<file path="config.mk">
export PLATFORM = sky130hd
export DESIGN_NAME = digit_scan_ctrl
export DESIGN_NICKNAME = d
export VERILOG_FILES = /design/src/rtl/clock_disp_pkg.sv /design/src/rtl/digit_scan_ctrl_scan_timer.sv /design/src/rtl/digit_scan_ctrl.sv
export SDC_FILE = /design/constraint.sdc
export NUM_CORES = 1
export LEC_CHECK = 0
export BUFFER_PORTS_ARGS = -buffer_cell sky130_fd_sc_hd__buf_4
export CAP_MARGIN = 20
export CORE_MARGIN = 4
export CORE_UTILIZATION = 45
export CTS_CLUSTER_DIAMETER = 30
export CTS_CLUSTER_SIZE = 14
export DETAILED_ROUTE_END_ITERATION = 16
export GPL_TIMING_DRIVEN = 0
export PLACE_DENSITY_LB_ADDON = 0.15
export SLEW_MARGIN = 20
export SYNTH_ARGS = -nofsm -noshare
export SYNTH_HDL_FRONTEND = slang
export SYNTH_HIERARCHICAL = 1
export SYNTH_SLANG_ARGS = --single-unit
</file>
<file path="constraint.sdc">
create_clock -name clk -period 2.8 [get_ports clk]
set_input_delay 0.14 -clock clk [delete_from_list [all_inputs] [get_ports clk]]
set_output_delay 0.14 -clock clk [all_outputs]
set_load 0.02 [all_outputs]
</file>
<file path="src/rtl/clock_disp_pkg.sv">
// clock_disp_pkg: shared types and constants for the clock display scan path
package clock_disp_pkg;
  typedef enum logic [1:0] {IDLE, BLANK, SHOW} state_t;
  typedef logic [3:0] bcd_t;
  localparam logic [7:0] AN_OFF = 8'hFF;
  localparam logic DP_OFF = 1'b1;
endpackage

</file>
<file path="src/rtl/digit_scan_ctrl_scan_timer.sv">
// scan_timer: slot, digit and frame counters for the display scan
module scan_timer #(
  parameter int NUM_DIGITS = 8,
  parameter int SCAN_DIV = 50000,
  parameter int BLINK_FRAMES = 100,
  parameter int SW = $clog2(SCAN_DIV),
  parameter int DW = NUM_DIGITS > 1 ? $clog2(NUM_DIGITS) : 1,
  parameter int FW = BLINK_FRAMES > 1 ? $clog2(BLINK_FRAMES) : 1
) (
  input  logic clk,
  input  logic rst,
  input  logic run,
  output logic [SW-1:0] slot_cnt,
  output logic [DW-1:0] idx_nxt,
  output logic slot_start,
  output logic slot_end,
  output logic frame_end,
  output logic blink_wrap
);
  logic [DW-1:0] dig_idx;
  logic [FW-1:0] frame_cnt;
  always_comb begin
    slot_start = run && slot_cnt == '0;
    slot_end = run && slot_cnt == SW'(SCAN_DIV - 1);
    frame_end = slot_end && dig_idx == DW'(NUM_DIGITS - 1);
    blink_wrap = frame_end && frame_cnt == FW'(BLINK_FRAMES - 1);
    idx_nxt = !run ? '0 : frame_end ? '0 : slot_end ? dig_idx + 1'b1 : dig_idx;
  end
  always_ff @(posedge clk or posedge rst)
    if (rst) begin
      slot_cnt <= '0;
      dig_idx <= '0;
      frame_cnt <= '0;
    end else begin
      slot_cnt <= (!run || slot_end) ? '0 : slot_cnt + 1'b1;
      dig_idx <= idx_nxt;
      frame_cnt <= !run ? '0 : blink_wrap ? '0 : frame_end ? frame_cnt + 1'b1 : frame_cnt;
    end
endmodule

</file>
<file path="src/rtl/digit_scan_ctrl.sv">
// digit_scan_ctrl: multiplexed 7-segment scan with blanking, frame snapshot and blink
module digit_scan_ctrl
  import clock_disp_pkg::*;
#(
  parameter int NUM_DIGITS = 8,
  parameter int SCAN_DIV = 50000,
  parameter int BLANK_CYCLES = 1000,
  parameter int BLINK_FRAMES = 100
) (
  input  logic clk,
  input  logic rst,
  input  logic enable,
  input  logic [4*NUM_DIGITS-1:0] digits,
  input  logic [NUM_DIGITS-1:0] dp_mask,
  input  logic [NUM_DIGITS-1:0] blink_mask,
  output logic [3:0] bcd_out,
  output logic [NUM_DIGITS-1:0] an,
  output logic dp,
  output logic frame_tick
);
  localparam int SW = $clog2(SCAN_DIV);
  localparam int DW = NUM_DIGITS > 1 ? $clog2(NUM_DIGITS) : 1;
  localparam int BLK_LAST = BLANK_CYCLES > 0 ? BLANK_CYCLES - 1 : 0;
  localparam state_t START = BLANK_CYCLES > 0 ? BLANK : SHOW;
  state_t state, ns;
  logic [SW-1:0] slot_cnt;
  logic [DW-1:0] idx_n;
  logic slot_start, slot_end, frame_end, blink_wrap, run, cap, phase, phase_d, show;
  logic [4*NUM_DIGITS-1:0] snap_dig, dig_d;
  logic [NUM_DIGITS-1:0] snap_dp, dp_d, snap_blk, blk_d, an_d;
  bcd_t bcd_d;
  logic dpo_d;
  assign run = enable && state != IDLE;
  scan_timer #(
    .NUM_DIGITS(NUM_DIGITS), .SCAN_DIV(SCAN_DIV), .BLINK_FRAMES(BLINK_FRAMES)
  ) u_timer (
    .clk(clk), .rst(rst), .run(run), .slot_cnt(slot_cnt), .idx_nxt(idx_n),
    .slot_start(slot_start), .slot_end(slot_end), .frame_end(frame_end), .blink_wrap(blink_wrap)
  );
  // Outputs are computed from next-cycle values so the registered outputs line up with state.
  always_comb begin
    ns = !enable ? IDLE
       : (state == IDLE || slot_end) ? START
       : (state == BLANK && slot_cnt == SW'(BLK_LAST)) ? SHOW : state;
    cap = enable && (state == IDLE || frame_end);
    dig_d = !enable ? '0 : cap ? digits : snap_dig;
    dp_d = !enable ? '0 : cap ? dp_mask : snap_dp;
    blk_d = !enable ? '0 : cap ? blink_mask : snap_blk;
    phase_d = enable && (phase ^ blink_wrap);
    show = ns == SHOW && !(blk_d[idx_n] && phase_d);
    bcd_d = ns == IDLE ? '0 : dig_d[4*idx_n +: 4];
    an_d = show ? ~(NUM_DIGITS'(1) << idx_n) : AN_OFF[NUM_DIGITS-1:0];
    dpo_d = show ? ~dp_d[idx_n] : DP_OFF;
  end
  always_ff @(posedge clk or posedge rst)
    if (rst) begin
      state <= IDLE;
      snap_dig <= '0;
      snap_dp <= '0;
      snap_blk <= '0;
      phase <= 1'b0;
      bcd_out <= '0;
      an <= AN_OFF[NUM_DIGITS-1:0];
      dp <= DP_OFF;
      frame_tick <= 1'b0;
    end else begin
      state <= ns;
      snap_dig <= dig_d;
      snap_dp <= dp_d;
      snap_blk <= blk_d;
      phase <= phase_d;
      bcd_out <= bcd_d;
      an <= an_d;
      dp <= dpo_d;
      frame_tick <= frame_end;
    end
endmodule

</file>
==> reports/results.ini, run 1 <==
[power]
p_clk_frac=0.334
switching_share=0.261
vdd_drop_max_v=0.000261
total_power_mw=2.55
p_comb_frac=0.126
p_sw_mw=0.663
power_density_mw_per_mm2=416
seqPwrFrac=0.539
internal-power_mw=1.88
p_leak_nw=2.63

[critical_path]
cp_num_buf_inv=3
slowest_delay_ps=570
cp_common_cell=buf_12
cp_cell_sequence=or4_4 > buf_4 > nor4_4 > and2_4 > o21bai_4 > buf_12 > buf_12 > mux4_2 > o21ai_2 > a211oi_2
crit_slowest_cell=or4_4
end_kind=flop
criticalPathCategory=flop to flop
required_ps=3030
cp_max_fo=9
critPathTopFamily=simple AND/OR/NAND/NOR gates
critPathLaunchType=flop
arrival_ps=3120

[drt]
wirelength_um=12000
dr.pass1.iters=4
vias_per_cell=5.53
wire_per_inst_um=16.8
ant_nets=0
vias=3955
drt_drc_violations_left=0
drt_iter0_markers=176

[timing]
finalSetupViolations=10
tightest_slew_ps=707
drv_slew=0
fin_crit_sh=1.03
slew_headroom=0.529
fin_ws_ps=-81.5
skew_ps=13.2
min_period_ps=2880
rsz0062_at_grt=true
hold_viol_final=0
max_freq_ghz=0.347

[floorplanning]
ioPinCount=65
core-area_mm2=0.00986
die_area_mm2=0.0119
initial_utilization=0.468
rows=36
fp.dieW_um=109
fp.dieH_um=109

[outcome]
status=complete, but fails checks
violations=setup timing

[placed_design]
placed_area_mm2=0.00530
place_congestion=0.827
dp_hpwl_um=8350
place_inst=672
portBuffers=64

[cells_and_area]
fin_nets=633
final_cells=715
layout_commonest_cell=buf_4
area_delta_synth_final_pct=32.4
mostFrequentLayoutCells=buf_4, nand2_1, dfrtp_1
utilization=0.620
drive_gt1_frac=0.354
n_fill_cell=835
diodes=0
final_design_area_no_fill_mm2=0.00611

[global_route]
antenna_found_initial=0
grt_max_degree=55
grt-ovfl-total=0
grt_pass1_vias=3887
track_usage=0.208
grt_first_pass_wirelength_um=19200

[synth]
yosysWarningCount=6
syn_nets=530
synth.avg_cell_area_um2=9.74
postSynthCellCount=474
synth.cell_area_mm2=0.00462

[clock_network]
insertion_delay_ps=360
cts.root.buffer_cell=clkbuf_8
numCtsBuffers=9
clk_pin_slew_ps=100
clockBufferDepth=2
cts_tree=done
clock-sinks=91
h-tree-depth=3

[hold_path]
hold_class=input port to flop

[job]
cap_violations=0

-- power groups by stage --
stage / logic (mW) / registers, mW / clock network (mW)
global placement: 0.262 / 1.40 / 0
finish: 0.322 / 1.37 / 0.851
global route: 0.353 / 1.38 / 0.928
floorplan: 0.154 / 1.40 / 0
CTS: 0.297 / 1.37 / 0.868
detailed placement: 0.274 / 1.40 / 0
-- sequential cells by signal, indices dropped and copies added, names as in the netlist, 2 cells and up --
name,cells
an,8
bcd_out,4
snap_blk,8
snap_dig,32
snap_dp,8
state,2
u_timer/dig_idx,3
u_timer/frame_cnt,7
u_timer/slot_cnt,16
-- worst paths after layout --
path | from | end | slack, ps | depth (start not counted)
setup / recovery | u_timer/slot_cnt[10] | bcd_out[1] | -80 | 10
hold / removal | dp_mask[6] | snap_dp[6] | 20 | 3
setup reg to reg | u_timer/slot_cnt[10] | bcd_out[1] | -80 | 10
hold reg to reg | u_timer/frame_cnt[0] | u_timer/frame_cnt[0] | 510 | 1
max in group asynchronous | rst | dp | 1990 | 4
min in group asynchronous | rst | snap_dp[2] | 240 | 3
-- worst reg2reg max path, cell delays in order, from the launching register on --
cell      delay, ps
dfrtp_1         410
or4_4           570
buf_4           160
nor4_4          240
and2_4          200
o21bai_4        140
buf_12          180
buf_12          120
mux4_2          530
o21ai_2         150
a211oi_2         60
-- final cells by class --
type | instances | area, um^2 | share of cell area
multi-input cells | 338 | 2380 | 0.389
flip-flops and latches | 91 | 2290 | 0.374
repair buffers | 94 | 790 | 0.129
plain buffers | 27 | 235 | 0.0385
well taps | 133 | 166 | 0.0272
clock buffers | 11 | 151 | 0.0248
inverters | 16 | 66.3 | 0.0108
clock inverters | 5 | 36.3 | 0.00594
-- stage by stage --
step | hold WS [ps] | TNS [ps] | worst slack [ps]
floorplan | 180 | 0 | 14.3
global placement | 404 | -25690 | -823
detailed placement | 78.1 | -27420 | -872
CTS | 18.5 | -691 | -80.9
global route | 17.6 | -2040 | -224
finish | 24.7 | -481 | -81.5
-- repair_timing --
action,in CTS,in global routing
hold buffers,1,0
gates cloned,0,1
pin swaps,21,15
buffers inserted,18,8
setup endpoints to repair,30,23
hold endpoints to repair,56,0
gates resized for setup,60,36
-- per-layer routing --
metal,part of all wire,wire [um],track usage
met1,0.45,5450,0.296
met2,0.47,5640,0.328
met3,0.063,758,0.0311
met4,0.012,149,0.0668
met5,0,0,0
No activity file was read; power rests on OpenSTA's default activity.
==> run 2: changes to the inputs <==
--- a/config.mk
+++ b/config.mk
@@ -7,8 +7,10 @@
 export LEC_CHECK = 0
 export BUFFER_PORTS_ARGS = -buffer_cell sky130_fd_sc_hd__buf_4
 export CAP_MARGIN = 20
+export CELL_PAD_IN_SITES_DETAIL_PLACEMENT = 1
+export CELL_PAD_IN_SITES_GLOBAL_PLACEMENT = 1
 export CORE_MARGIN = 4
-export CORE_UTILIZATION = 45
+export CORE_UTILIZATION = 40
 export CTS_CLUSTER_DIAMETER = 30
 export CTS_CLUSTER_SIZE = 14
 export DETAILED_ROUTE_END_ITERATION = 16
==> run 2 against run 1 <==
The flow still finishes with violations (setup timing). Setup slack worse by 99 ps. Sequential share of layout area decreased by 0.43 points. Clock power is 49% higher. Total power is 17% higher. Hold slack improved by 21 ps. Global-route usage rose by 1.0 points. Non-clock buffer count fell by 3. First-iteration DRC count grew 22%. Cell count increased by 0.56%. Critical path type unchanged. Highest routed layer unchanged.
==> reports/results.ini, run 2 (synthesized netlist as in run 1, its figures left out) <==
[outcome]
status=complete, but fails checks
violations=setup timing

[critical_path]
crit_slowest_cell=mux4_2
criticalPathCategory=flop to flop
end_kind=flop
ff2ff_setup_slack_ps=-180  ; -100 ps
arrival_ps=3240  ; +120 ps
cp_cell_sequence=ha_2 > ha_4 > or4b_4 > nor4_4 > and2_4 > o21ba_4 > buf_6 > mux4_2 > o2111ai_4 > nand3_2
slowest_delay_ps=520  ; -50 ps
required_ps=3060  ; +30 ps
critPathLaunchType=flop
rr_startpoint=u_timer/dig_idx[1]
cp_max_fo=7  ; -2
r2r-end=an[1]
r2r_cells=10  ; unchanged

[clock_network]
cts.root.buffer_cell=clkbuf_16
cts_tree=done
clockBufferDepth=2  ; unchanged
clock-sinks=91  ; unchanged
clk_pin_slew_ps=70  ; -30 ps
insertion_delay_ps=350  ; about the same
h-tree-depth=3  ; unchanged
numCtsBuffers=9  ; unchanged

[global_route]
grt_max_degree=49  ; -11%
antenna_found_initial=0  ; unchanged
track_usage=0.218  ; +0.0100
grt-ovfl-total=0  ; unchanged
grt_pass1_vias=4297  ; +11%
grt_first_pass_wirelength_um=22500  ; +17%

[timing]
finalSetupViolations=13  ; +3
drv_slew=0  ; unchanged
fin_crit_sh=1.06  ; +0.0353
hold_viol_final=0  ; unchanged
rsz0062_at_grt=true
min_period_ps=2980  ; +98.8 ps
fin_ws_ps=-180  ; -98.8 ps
tightest_slew_ps=692  ; -14.1 ps
slew_headroom=0.538  ; +0.00939
max_freq_ghz=0.336  ; -3.3%
timing.hold.ws_ps=45.6  ; +20.9 ps
skew_ps=7.27  ; -5.94 ps

[drt]
ant_nets=0  ; unchanged
wirelength_um=14100  ; +17%
dr.pass1.iters=4  ; unchanged
vias=4018  ; +1.6%
drt_drc_violations_left=0  ; unchanged
wire_per_inst_um=19.6  ; +17%
vias_per_cell=5.59  ; +1.0%
drt_iter0_markers=215  ; +22%

[cells_and_area]
reg_top3=snap_dig (32), u_timer/slot_cnt (16)
area_delta_synth_final_pct=34.1
utilization=0.559  ; -0.0609
diodes=0  ; unchanged
largest_reg_flops=32  ; unchanged
drive_gt1_frac=0.351  ; -0.00335
regMostFlops=snap_dig
layout_commonest_cell=buf_4
mostFrequentLayoutCells=buf_4, nand2_1, dfrtp_1
fin_nets=630  ; -0.47%
n_fill_cell=1222  ; +46%
final_cells=719  ; +0.56%

[hold_path]
hold_path_depth=3  ; unchanged
whs_endpoint=snap_dp[2]
hp-start=dp_mask[2]
hold_class=input port to flop

[job]
cap_violations=0  ; unchanged

[floorplanning]
fp.dieH_um=115  ; +5.6%
core-area_mm2=0.0111  ; +12%
initial_utilization=0.417  ; -0.0513
rows=38  ; +5.6%
ioPinCount=65  ; unchanged
die_area_mm2=0.0133  ; +12%
fp.dieW_um=115  ; +5.6%

[power]
p_leak_nw=2.67  ; +1.7%
total_power_mw=2.98  ; +17%
power_density_mw_per_mm2=481  ; +15%
vdd_drop_max_v=0.000235  ; -10%

[placed_design]
portBuffers=64  ; unchanged
dp_hpwl_um=9820  ; +18%
place_congestion=0.834  ; +0.83%
dp_slack_ps=-1010  ; -141 ps
place_inst=679  ; +1.0%

[run 2: cell count changes in the layout (fill, tap and decap cells not counted), sizes merged]
cell	before	now
buf	107	104
inv	14	17
clkbuf	24	22
clkinv	3	4
bufinv	0	1
clkinvlp	4	1
[run 2: final cells by class]
| type | count | area [um^2] | share of cell area |
|---|---|---|---|
| sequential | 91 | 2290 | 0.370 |
| timing repair buffer | 90 | 721 | 0.116 |
| buffer | 28 | 250 | 0.0404 |
| clock inverter | 7 | 83.8 | 0.0135 |
| clock buffer | 9 | 225 | 0.0364 |
| inverter | 16 | 62.6 | 0.0101 |
| tap | 140 | 175 | 0.0283 |
| multi-input combinational | 338 | 2380 | 0.385 |
[run 2: per-stage QoR]
| step | setup TNS, ps | cell area [um^2] |
|---|---|---|
| after floorplan | 0 | 4620 |
| after global placement | -30620 | 5280 |
| after detailed placement | -34290 | 5310 |
| after CTS | -1760 | 6020 |
| after global routing | -2360 | 6190 |
| final | -1600 | 6190 |
[run 2: report_power, final]
group / internal, mW / switching [mW] / total [mW]
clock network: 0.708 / 0.557 / 1.27
logic: 0.156 / 0.179 / 0.334
registers: 1.36 / 0.0212 / 1.38
total: 2.22 / 0.757 / 2.98
[run 2: how the worst max path moves through the flow]
stage | from | endpoint | slack [ps]
finish | u_timer/dig_idx[1] | an[1] | -180
global route | u_timer/dig_idx[0] | an[1] | -230
CTS | u_timer/dig_idx[1] | an[1] | -200
detailed placement | enable | dp | -1010
global placement | enable | dp | -940
floorplan | enable | an[0] | 10
[run 2: what timing repair did]
action | in CTS | in global routing
pin swaps | 17 | 12
hold buffers | 1 | 0
resized for setup | 73 | 28
setup buffers | 15 | 7
cloned | 1 | 0
endpoints found under the hold margin | 17 | 0
endpoints found under the setup margin | 45 | 23
[run 2: critical path, delay by kind of cell, from the launching register on]
kind	cells	cell delay, ps
buffers and inverters	1	130
AND/OR/NAND/NOR	4	1020
AO/OA/AOI/OAI	2	520
flip-flops	1	370
adder cells (fa/ha/maj)	2	340
multiplexers	1	520
[run 2: per-layer routing]
metal	vias up	routed length (um)	global-route usage
met1	2060	6340	0.295
met5	-	0	0
met4	0	154	0.0501
met3	14	638	0.0381
met2	79	6930	0.367
li1	1865	-	-
==> run 3: changes to the inputs <==
--- a/config.mk
+++ b/config.mk
@@ -11,10 +11,9 @@
 export CELL_PAD_IN_SITES_GLOBAL_PLACEMENT = 1
 export CORE_MARGIN = 4
 export CORE_UTILIZATION = 40
-export CTS_CLUSTER_DIAMETER = 30
+export CTS_CLUSTER_DIAMETER = 100
 export CTS_CLUSTER_SIZE = 14
 export DETAILED_ROUTE_END_ITERATION = 16
-export GPL_TIMING_DRIVEN = 0
 export PLACE_DENSITY_LB_ADDON = 0.15
 export SLEW_MARGIN = 20
 export SYNTH_ARGS = -nofsm -noshare
==> run 3 against run 2 <==
Non-clock buffer count is 32 higher. Hold slack hardly changed. Critical endpoint is now dp. Critical path type unchanged. Largest power group is now the clock network. Clock-buffer cell count is 1 higher. Highest routed layer unchanged. Cell count is 4.6% higher. Register-to-register slack worse by 150 ps. The run still ends with setup timing left. Setup slack worse by 150 ps. Fmax is 4.7% lower. Clock power is 20% higher.
==> reports/results.ini, run 3 (synthesized netlist as in run 1, its figures left out) <==
[outcome]
status=complete, but fails checks
violations=setup timing

[timing]
slew_headroom=0.472  ; -0.0662
tightest_slew_ps=792  ; +99.3 ps
fin_crit_sh=1.12  ; +0.0526
rsz0062_at_grt=true
max_freq_ghz=0.320  ; -4.7%
timing.hold.ws_ps=45.7  ; +0.0940 ps
drv_slew=0  ; unchanged
min_period_ps=3130  ; +147 ps
skew_ps=9.06  ; +1.79 ps
fin_ws_ps=-328  ; -147 ps
finalSetupViolations=13  ; unchanged
hold_viol_final=0  ; unchanged

[placed_design]
place_inst=716  ; +5.4%
place_congestion=0.820  ; -1.7%
portBuffers=64  ; unchanged
dp_hpwl_um=9530  ; -2.9%
placed_area_mm2=0.00569  ; +7.1%

[clock_network]
cts_tree=done
clk_pin_slew_ps=70  ; about the same
clock-sinks=91  ; unchanged
h-tree-depth=3  ; unchanged
clockBufferDepth=2  ; unchanged
cts.root.buffer_cell=clkbuf_16
insertion_delay_ps=350  ; about the same
numCtsBuffers=9  ; unchanged

[floorplanning]
initial_utilization=0.417  ; unchanged
rows=38  ; unchanged
fp.dieH_um=115  ; unchanged
fp.dieW_um=115  ; unchanged
ioPinCount=65  ; unchanged
core-area_mm2=0.0111  ; unchanged
die_area_mm2=0.0133  ; unchanged

[drt]
wire_per_inst_um=21.3  ; +8.7%
vias_per_cell=5.58  ; -0.20%
wirelength_um=16000  ; +14%
drt_iter0_markers=275  ; +28%
dr.pass1.iters=4  ; unchanged
drt_drc_violations_left=0  ; unchanged
ant_nets=0  ; unchanged
vias=4194  ; +4.4%

[critical_path]
crit_slowest_cell=or4b_4
slowest_delay_ps=470  ; -50 ps
criticalPathCategory=flop to flop
cp_max_fo=6  ; -1
end_kind=flop
rr_startpoint=u_timer/dig_idx[0]
critPathLaunchType=flop
critPathLaunch=u_timer/dig_idx[0]
required_ps=3030  ; -30 ps
cp_cell_sequence=ha_2 > ha_4 > or4b_4 > nor4_4 > and2_4 > o21ba_4 > bufbuf_16 > mux4_2 > a22o_4 > nor2_1 > o211ai_1
arrival_ps=3360  ; +120 ps

[job]
cap_violations=0  ; unchanged

[cells_and_area]
area_delta_synth_final_pct=46.2
fin_nets=663  ; +5.2%
mostFrequentLayoutCells=buf_4, dfrtp_1, nand2_1
drive_gt1_frac=0.426  ; +0.0759
regMostFlops=snap_dig
layout_commonest_cell=buf_4
final_cells=752  ; +4.6%
final_design_area_no_fill_mm2=0.00675  ; +9.1%
diodes=0  ; unchanged
utilization=0.610  ; +0.0507
reg_top3=snap_dig (32), u_timer/slot_cnt (16)
largest_reg_flops=32  ; unchanged

[power]
power_density_mw_per_mm2=489  ; +1.7%
total_power_mw=3.30  ; +11%
vdd_drop_max_v=0.000329  ; +40%
p_leak_nw=2.94  ; +9.8%

[hold_path]
hp-start=dp_mask[1]
hold_class=input port to flop

[global_route]
grt_pass1_vias=4532  ; +5.5%
grt-ovfl-total=0  ; unchanged
grt_first_pass_wirelength_um=23900  ; +6.2%
grt_max_degree=60  ; +22%
antenna_found_initial=0  ; unchanged
track_usage=0.231  ; +0.0137

run 3: report_power, final:
group / switching (mW) / internal, mW
Clock: 0.535 / 0.989
Sequential: 0.0233 / 1.36
Combinational: 0.206 / 0.193
Total: 0.765 / 2.54
run 3: worst paths after layout:
check,endpoint,slack [ps],cells after the start
hold reg to reg,snap_blk[7],520,2
hold / removal,snap_dp[1],50,3
max in group asynchronous,an[2],1670,4
setup reg to reg,dp,-330,11
min in group asynchronous,state[1],350,3
setup / recovery,dp,-330,11
run 3: through the flow:
stage               setup TNS (ps)  worst slack, ps
CTS                          -1500             -175
detailed placement           -2380             -238
floorplan                        0             14.3
global route                 -4210             -399
global placement              -664            -62.3
finish                       -2710             -328
run 3: layout make-up:
class | instances | area [um^2]
sequential | 91 | 2290
inverter | 16 | 60.1
timing repair buffer | 150 | 1280
clock buffer | 10 | 239
tap | 140 | 175
fill | 1191 | 4330
clock inverter | 6 | 136
multi-input combinational | 339 | 2580
run 3: per-layer routing:
layer  vias to the layer above  GRT usage  part of all wire
met4                         0     0.0736             0.016
met2                        85      0.374              0.50
met3                        20     0.0308             0.033
li1                       1930          -                 -
met1                      2159      0.325              0.45
met5                         -          0                 0
run 3: critical path, delay by kind of cell (launching register included):
family,cells,cell delay [ps]
AOI/OAI and AO/OA,3,590
buffers and inverters,1,270
DFF,1,380
adders and majority gates,2,340
and+or+nand+nor,4,1010
muxes,1,430
run 3: what timing repair did:
item                                   CTS  global route
setup buffers                            5            13
setup endpoints to repair               13            13
pin swaps                               13            27
cloned                                   4             0
hold buffers                             1             0
resized for setup                       50            57
endpoints found under the hold margin   14             0
